### src/rtl/axi4lite_pkg.sv
// Shared AXI4-Lite response codes and the write/read channel FSM state types.
// Latency: n/a (types and constants only).
// Backpressure: n/a.
package axi4lite_pkg;

    localparam logic [1:0] OKAY   = 2'b00;
    localparam logic [1:0] EXOKAY = 2'b01;
    localparam logic [1:0] SLVERR = 2'b10;
    localparam logic [1:0] DECERR = 2'b11;

    typedef enum logic {
        W_COLLECT = 1'b0,
        W_RESP    = 1'b1
    } wr_state_t;

    typedef enum logic {
        R_ADDR = 1'b0,
        R_DATA = 1'b1
    } rd_state_t;

endpackage

### src/rtl/axi4lite_regfile.sv
// Byte-strobed register array with one write port, one async read port and a flattened view.
// Latency: write visible one edge after wr_en; read is combinational.
// Backpressure: none, every write strobe is accepted.
module axi4lite_regfile #(
    parameter  int DATA_W   = 32,
    parameter  int NUM_REGS = 16,
    localparam int STRB_W   = DATA_W / 8,
    localparam int IDX_W    = $clog2(NUM_REGS)
) (
    input  logic                         clk,
    input  logic                         rst,
    input  logic                         wr_en,
    input  logic [IDX_W-1:0]             wr_idx,
    input  logic [STRB_W-1:0]            wr_strb,
    input  logic [DATA_W-1:0]            wr_dat,
    input  logic [IDX_W-1:0]             rd_idx,
    output logic [DATA_W-1:0]            rd_dat,
    output logic [NUM_REGS*DATA_W-1:0]   regs_out
);

    logic [DATA_W-1:0] regs [NUM_REGS];

    always_ff @(posedge clk) begin
        if (rst) begin
            for (int i = 0; i < NUM_REGS; i++) begin
                regs[i] <= '0;
            end
        end else if (wr_en) begin
            for (int b = 0; b < STRB_W; b++) begin
                if (wr_strb[b]) begin
                    regs[wr_idx][b*8 +: 8] <= wr_dat[b*8 +: 8];
                end
            end
        end
    end

    assign rd_dat = regs[rd_idx];

    for (genvar g = 0; g < NUM_REGS; g++) begin : g_flat
        assign regs_out[g*DATA_W +: DATA_W] = regs[g];
    end

endmodule

### src/rtl/axi4lite_regfile_slave.sv
// AXI4-Lite slave exposing NUM_REGS byte-strobed registers, also presented as a flat bus.
// Latency: B one edge after the later of AW/W is captured; R one edge after the AR handshake.
// Backpressure: AW/W/AR ready drop while a response is outstanding until B/R is accepted.
module axi4lite_regfile_slave #(
    parameter int ADDR_W   = 8,
    parameter int DATA_W   = 32,
    parameter int NUM_REGS = 16
) (
    input  logic                         A_CLK,
    input  logic                         A_RST,
    input  logic                         AW_VALID,
    output logic                         AW_READY,
    input  logic [ADDR_W-1:0]            AW_ADDR,
    input  logic                         W_VALID,
    output logic                         W_READY,
    input  logic [DATA_W-1:0]            W_DATA,
    input  logic [DATA_W/8-1:0]          W_STRB,
    output logic                         B_VALID,
    input  logic                         B_READY,
    output logic [1:0]                   B_RESP,
    input  logic                         AR_VALID,
    output logic                         AR_READY,
    input  logic [ADDR_W-1:0]            AR_ADDR,
    output logic                         R_VALID,
    input  logic                         R_READY,
    output logic [DATA_W-1:0]            R_DATA,
    output logic [1:0]                   R_RESP,
    output logic [NUM_REGS*DATA_W-1:0]   REGS_OUT
);
    import axi4lite_pkg::*;

    localparam int STRB_W = DATA_W / 8;
    localparam int LSB    = $clog2(STRB_W);
    localparam int IDX_W  = $clog2(NUM_REGS);
    localparam int SEL_W  = ADDR_W - LSB;
    localparam logic [SEL_W:0] REG_LIMIT = (SEL_W+1)'(NUM_REGS);

    typedef struct packed {
        logic [ADDR_W-1:0] addr;
        logic [DATA_W-1:0] data;
        logic [STRB_W-1:0] strb;
    } wr_txn_t;

    // Extra top bit lets NUM_REGS == 2^SEL_W compare correctly.
    function automatic logic addr_legal(input logic [ADDR_W-1:0] addr);
        return ({1'b0, addr[ADDR_W-1:LSB]} < REG_LIMIT) && (addr[LSB-1:0] == '0);
    endfunction

    wr_state_t         wr_state, wr_state_nxt;
    rd_state_t         rd_state, rd_state_nxt;
    logic              running;
    logic              aw_held, w_held;
    logic [ADDR_W-1:0] aw_addr_q;
    logic [DATA_W-1:0] w_data_q;
    logic [STRB_W-1:0] w_strb_q;
    logic              aw_fire, w_fire, ar_fire, b_done, r_done;
    logic              wr_commit, wr_en;
    wr_txn_t           wr_cur;
    logic [DATA_W-1:0] rd_word;

    // running keeps every ready low until the first edge out of reset.
    assign AW_READY = running && (wr_state == W_COLLECT) && !aw_held;
    assign W_READY  = running && (wr_state == W_COLLECT) && !w_held;
    assign AR_READY = running && (rd_state == axi4lite_pkg::R_ADDR);

    assign aw_fire = AW_VALID && AW_READY;
    assign w_fire  = W_VALID && W_READY;
    assign ar_fire = AR_VALID && AR_READY;
    assign b_done  = B_VALID && B_READY;
    assign r_done  = R_VALID && R_READY;

    assign wr_cur.addr = aw_held ? aw_addr_q : AW_ADDR;
    assign wr_cur.data = w_held ? w_data_q : W_DATA;
    assign wr_cur.strb = w_held ? w_strb_q : W_STRB;

    assign wr_commit = (wr_state == W_COLLECT) && (aw_held || aw_fire) && (w_held || w_fire);
    assign wr_en     = wr_commit && addr_legal(wr_cur.addr);

    always_comb begin
        wr_state_nxt = wr_state;
        case (wr_state)
            W_COLLECT: if (wr_commit) wr_state_nxt = W_RESP;
            W_RESP:    if (b_done)    wr_state_nxt = W_COLLECT;
            default:                  wr_state_nxt = W_COLLECT;
        endcase
    end

    always_comb begin
        rd_state_nxt = rd_state;
        case (rd_state)
            axi4lite_pkg::R_ADDR: if (ar_fire) rd_state_nxt = axi4lite_pkg::R_DATA;
            axi4lite_pkg::R_DATA: if (r_done)  rd_state_nxt = axi4lite_pkg::R_ADDR;
            default:                           rd_state_nxt = axi4lite_pkg::R_ADDR;
        endcase
    end

    always_ff @(posedge A_CLK) begin
        if (A_RST) begin
            wr_state  <= W_COLLECT;
            rd_state  <= axi4lite_pkg::R_ADDR;
            running   <= 1'b0;
            aw_held   <= 1'b0;
            w_held    <= 1'b0;
            aw_addr_q <= '0;
            w_data_q  <= '0;
            w_strb_q  <= '0;
            B_VALID   <= 1'b0;
            B_RESP    <= OKAY;
            R_VALID   <= 1'b0;
            R_RESP    <= OKAY;
            R_DATA    <= '0;
        end else begin
            wr_state <= wr_state_nxt;
            rd_state <= rd_state_nxt;
            running  <= 1'b1;
            if (aw_fire) begin
                aw_held   <= 1'b1;
                aw_addr_q <= AW_ADDR;
            end
            if (w_fire) begin
                w_held   <= 1'b1;
                w_data_q <= W_DATA;
                w_strb_q <= W_STRB;
            end
            if (wr_commit) begin
                B_VALID <= 1'b1;
                B_RESP  <= addr_legal(wr_cur.addr) ? OKAY : SLVERR;
            end else if (b_done) begin
                B_VALID <= 1'b0;
                aw_held <= 1'b0;
                w_held  <= 1'b0;
            end
            // rd_word is sampled before this edge, so a same-edge write is not visible.
            if (ar_fire) begin
                R_VALID <= 1'b1;
                R_DATA  <= addr_legal(AR_ADDR) ? rd_word : '0;
                R_RESP  <= addr_legal(AR_ADDR) ? OKAY : SLVERR;
            end else if (r_done) begin
                R_VALID <= 1'b0;
            end
        end
    end

    axi4lite_regfile #(
        .DATA_W   (DATA_W),
        .NUM_REGS (NUM_REGS)
    ) u_regfile (
        .clk      (A_CLK),
        .rst      (A_RST),
        .wr_en    (wr_en),
        .wr_idx   (wr_cur.addr[LSB +: IDX_W]),
        .wr_strb  (wr_cur.strb),
        .wr_dat   (wr_cur.data),
        .rd_idx   (AR_ADDR[LSB +: IDX_W]),
        .rd_dat   (rd_word),
        .regs_out (REGS_OUT)
    );

endmodule

### config.mk
export PLATFORM = sky130hd
export DESIGN_NAME = axi4lite_regfile_slave
export DESIGN_NICKNAME = d
export VERILOG_FILES = /design/src/rtl/axi4lite_pkg.sv /design/src/rtl/axi4lite_regfile.sv /design/src/rtl/axi4lite_regfile_slave.sv
export SDC_FILE = /design/constraint.sdc
export NUM_CORES = 1
export LEC_CHECK = 0
export BUFFER_PORTS_ARGS = -buffer_cell sky130_fd_sc_hd__buf_4
export CORE_MARGIN = 1
export CORE_UTILIZATION = 40
export DETAILED_ROUTE_END_ITERATION = 10
export PLACE_DENSITY = 0.59
export SYNTH_ARGS = -nofsm -noshare
export SYNTH_HDL_FRONTEND = slang
export SYNTH_SLANG_ARGS = --single-unit
### constraint.sdc
create_clock -name A_CLK -period 5.9 [get_ports A_CLK]
set_input_delay 0.59 -clock A_CLK [delete_from_list [all_inputs] [get_ports A_CLK]]
set_output_delay 0.59 -clock A_CLK [all_outputs]
set_load 0.02 [all_outputs]
==> flow_metrics.env <==
export IMPL_run_status="finished clean"
export IMPL_clock_sinks=597
export IMPL_fin_crit_sh_pct=61.8
export IMPL_cts_resized=0
export IMPL_cts_made_buffers=68
export IMPL_cts_tree="built"
export IMPL_wl_per_cell_um=29.0
export IMPL_rsz0062_at_grt="no"
export IMPL_row_count=93
export IMPL_setup_violations=0
export IMPL_p_sw_mw=2.60
export IMPL_tightest_slew_ns=1.33
export IMPL_use_met3_pct=6.46
export IMPL_synthMuxAreaShare_pct=15.3
export IMPL_clkPwrFrac_pct=42.4
export IMPL_clk_pin_slew_worst_paths_ns=0.06
export IMPL_port_buffers=609
export IMPL_synth_edf_count=512
export IMPL_critPathMaxFanout=21
export IMPL_hold_start="W_DATA[11]"
export IMPL_drive_gt1_share_pct=38.8
export IMPL_wirelength_um=98100
export IMPL_p_int_mw=7.81
export IMPL_first_pass_iters=5
export IMPL_area_growth_pct=29.2
export IMPL_hold_viol_final=0
export IMPL_netlist_instances=1900
export IMPL_ctsHtreeMaxLevel=3
export IMPL_r2r_start="aw_held$_SDFF_PP0_"
export IMPL_final_cell_mix="buf_4, nor2_1, edfxtp_1"
export IMPL_synthSimpleGateAreaFrac_pct=11.4
export IMPL_initial_utilization_pct=40.4
export IMPL_vdd_drop_max_mv=0.236
export IMPL_holdBufCountCts=0
export IMPL_syn_area_per_cell_um2=13.7
export IMPL_power_leakage_nw=12.6
export IMPL_setup_ws_ns=2.26
export IMPL_start_kind="flop"
export IMPL_pre_cts_ws_ns=2.25
export IMPL_grt_overflow=0
export IMPL_globalplace_congestion=0.884
export IMPL_fillerInstances=5542
export IMPL_pin_count=612
export IMPL_detailed_place_hpwl_um=70600
export IMPL_crit_arrival_ns=3.87
export IMPL_clock_skew_ns=0.0187
export IMPL_cap_violations=0
export IMPL_synthAdderAreaFrac_pct=0
export IMPL_end_kind="flop"
export IMPL_postCtsSetupBuffers=0
export IMPL_top_usage_layer="met2"
export IMPL_grtUsageMet2_pct=49.0
export IMPL_grt_pass1_vias=18300
export IMPL_grt_pass1_wl_um=137000
export IMPL_p_comb_share_pct=10.7
export IMPL_fmax_mhz=274
export IMPL_whs_ns=0.235
export IMPL_ctsRootBufferMaster="clkbuf_16"
export IMPL_drv_slew=0
export IMPL_syn_area_mm2=0.0259
export IMPL_grt_antenna_before_repair=7
export IMPL_maxSlewHeadroom_pct=10.2
export IMPL_clockBufferDepth=3
export IMPL_grt_util_met1_pct=37.4
export IMPL_ys_types=41
export IMPL_min_path_type="in -> reg"
export IMPL_synthArstFlopShare_pct=0
export IMPL_critPathLaunch="aw_held$_SDFF_PP0_"
export IMPL_swShare_pct=25.0
export IMPL_multi_input_area_mm2=0.00804
export IMPL_vias_per_cell=5.59
export IMPL_final_common_cell="buf_4"
export IMPL_drt_iter0_drc=2032
export IMPL_die_w_um=257
export IMPL_fp_dieH_um=257
export IMPL_cp_required_ns=6.12
export IMPL_synth_compound_area_share_pct=4.19
export IMPL_coreArea_mm2=0.0642
export IMPL_fin_setup_tns_ns=0
export IMPL_ant_nets=0
export IMPL_grt_usage_pct=29.2
export IMPL_yosys_area_share_xor_xnor_pct=0
export IMPL_pwr_share_seq_pct=46.8
export IMPL_yosys_warnings=0
export IMPL_ys_seq_area_share_pct=65.8
export IMPL_grt_max_degree=83
export IMPL_die_area_mm2=0.0659
export IMPL_path_class="reg -> reg"
export IMPL_drc=0
export IMPL_vias=18900
export IMPL_period_needed_ns=3.64
export IMPL_seq_area_mm2=0.0171
export IMPL_ys_flop_type="edfxtp_1"
export IMPL_synth_seq_cells=597
export IMPL_clk_latency_ns=0.62
export IMPL_finish_net_count=2528
export IMPL_power_density_mw_per_mm2=310
export IMPL_synth_top_family_by_area="multiplexers"
-- per-layer routing --
| layer | routed length [um] | vias to the layer above |
|---|---|---|
| li1 | - | 8071 |
| met5 | 29 | - |
| met3 | 8870 | 173 |
| met2 | 49000 | 1084 |
| met4 | 3060 | 4 |
| met1 | 37100 | 9582 |
-- synthesized netlist by cell type, types with 2 or more instances --
cell type    n  area share (%)
nor2_1     520             7.5
edfxtp_1   512              59
nand2_1    146             2.1
mux4_2     128              11
dfxtp_1     85             6.6
buf_2       72             1.4
o21ai_0     65             1.3
mux2_2      63             2.7
clkbuf_1    59            0.85
a21oi_1     54             1.0
mux2i_1     37             1.4
o21ai_1     33            0.64
a22oi_1     31            0.90
buf_4       13            0.38
buf_6       11            0.48
buf_1        9            0.13
nand2b_1     8            0.19
nand4_4      8            0.66
nand4_1      7            0.17
nand3_1      6            0.12
nand3b_1     5            0.14
o21ai_2      5            0.17
and2_1       2           0.048
nor3_1       2           0.039
nor3b_1      2           0.058
or4_4        2           0.087
-- critical path, stage by stage (launching register included) --
cell and delay, ns:
dfxtp_1 0.82, a21oi_1 0.20, nor3_4 0.17, buf_4 0.36, nand3_1 0.42, buf_4 0.33, o21ai_0 0.93
-- cells by family (layout without fill, tap and decap cells) --
family	Yosys count	after routing
buffers and inverters	166	789
AO/OA/AOI/OAI	194	194
flip-flops	597	597
other	1	7
AND/OR/NAND/NOR	714	714
multiplexers	228	228
-- per-stage QoR --
stage               power (mW)  utilization (%)  area (um2)  cells
floorplan                 5.56                -       25900   1901
global placement          6.05             48.6       31200   3254
detailed placement        6.07             48.6       31200   3254
CTS                       10.4             52.2       33500   3379
global route              10.7             52.2       33500   3382
finish                    10.4             52.2       33500   3384
-- power groups by stage --
| stage | Clock (mW) | Sequential [mW] | Combinational (mW) |
|---|---|---|---|
| after floorplan | 0 | 5.04 | 0.523 |
| after global placement | 0 | 4.95 | 1.10 |
| after detailed placement | 0 | 4.96 | 1.11 |
| after CTS | 4.44 | 4.87 | 1.11 |
| after global routing | 4.61 | 4.88 | 1.17 |
| final | 4.41 | 4.87 | 1.12 |
-- flip-flops by register name, indices dropped and copies added, names as in the netlist --
register / cells
u_regfile.regs: 512
R_DATA: 32
w_data_q: 32
aw_addr_q: 8
w_strb_q: 4
B_RESP: 1
B_VALID: 1
R_RESP: 1
R_VALID: 1
aw_held: 1
rd_state: 1
running: 1
w_held: 1
wr_state: 1
-- cell type report --
type	instances	share of cell area [%]
inverter	1	0.0112
tap	855	3.19
timing repair buffer	663	14.9
clock buffer	88	5.52
antenna	5	0.0373
multi-input combinational	1138	24.0
sequential	597	50.9
clock inverter	37	1.40
-- path summary, 6_finish.rpt --
check                                       endpoint  slack, ns  depth (start not counted)
setup / recovery  u_regfile.regs[9][0]$_SDFFCE_PN0P_       2.26                          6
hold / removal             w_data_q[11]$_SDFFE_PP0P_       0.24                          3
setup reg to reg  u_regfile.regs[9][0]$_SDFFCE_PN0P_       2.26                          6
hold reg to reg             w_data_q[5]$_SDFFE_PP0P_       0.46                          2
Power figures use the tool's default switching activity.
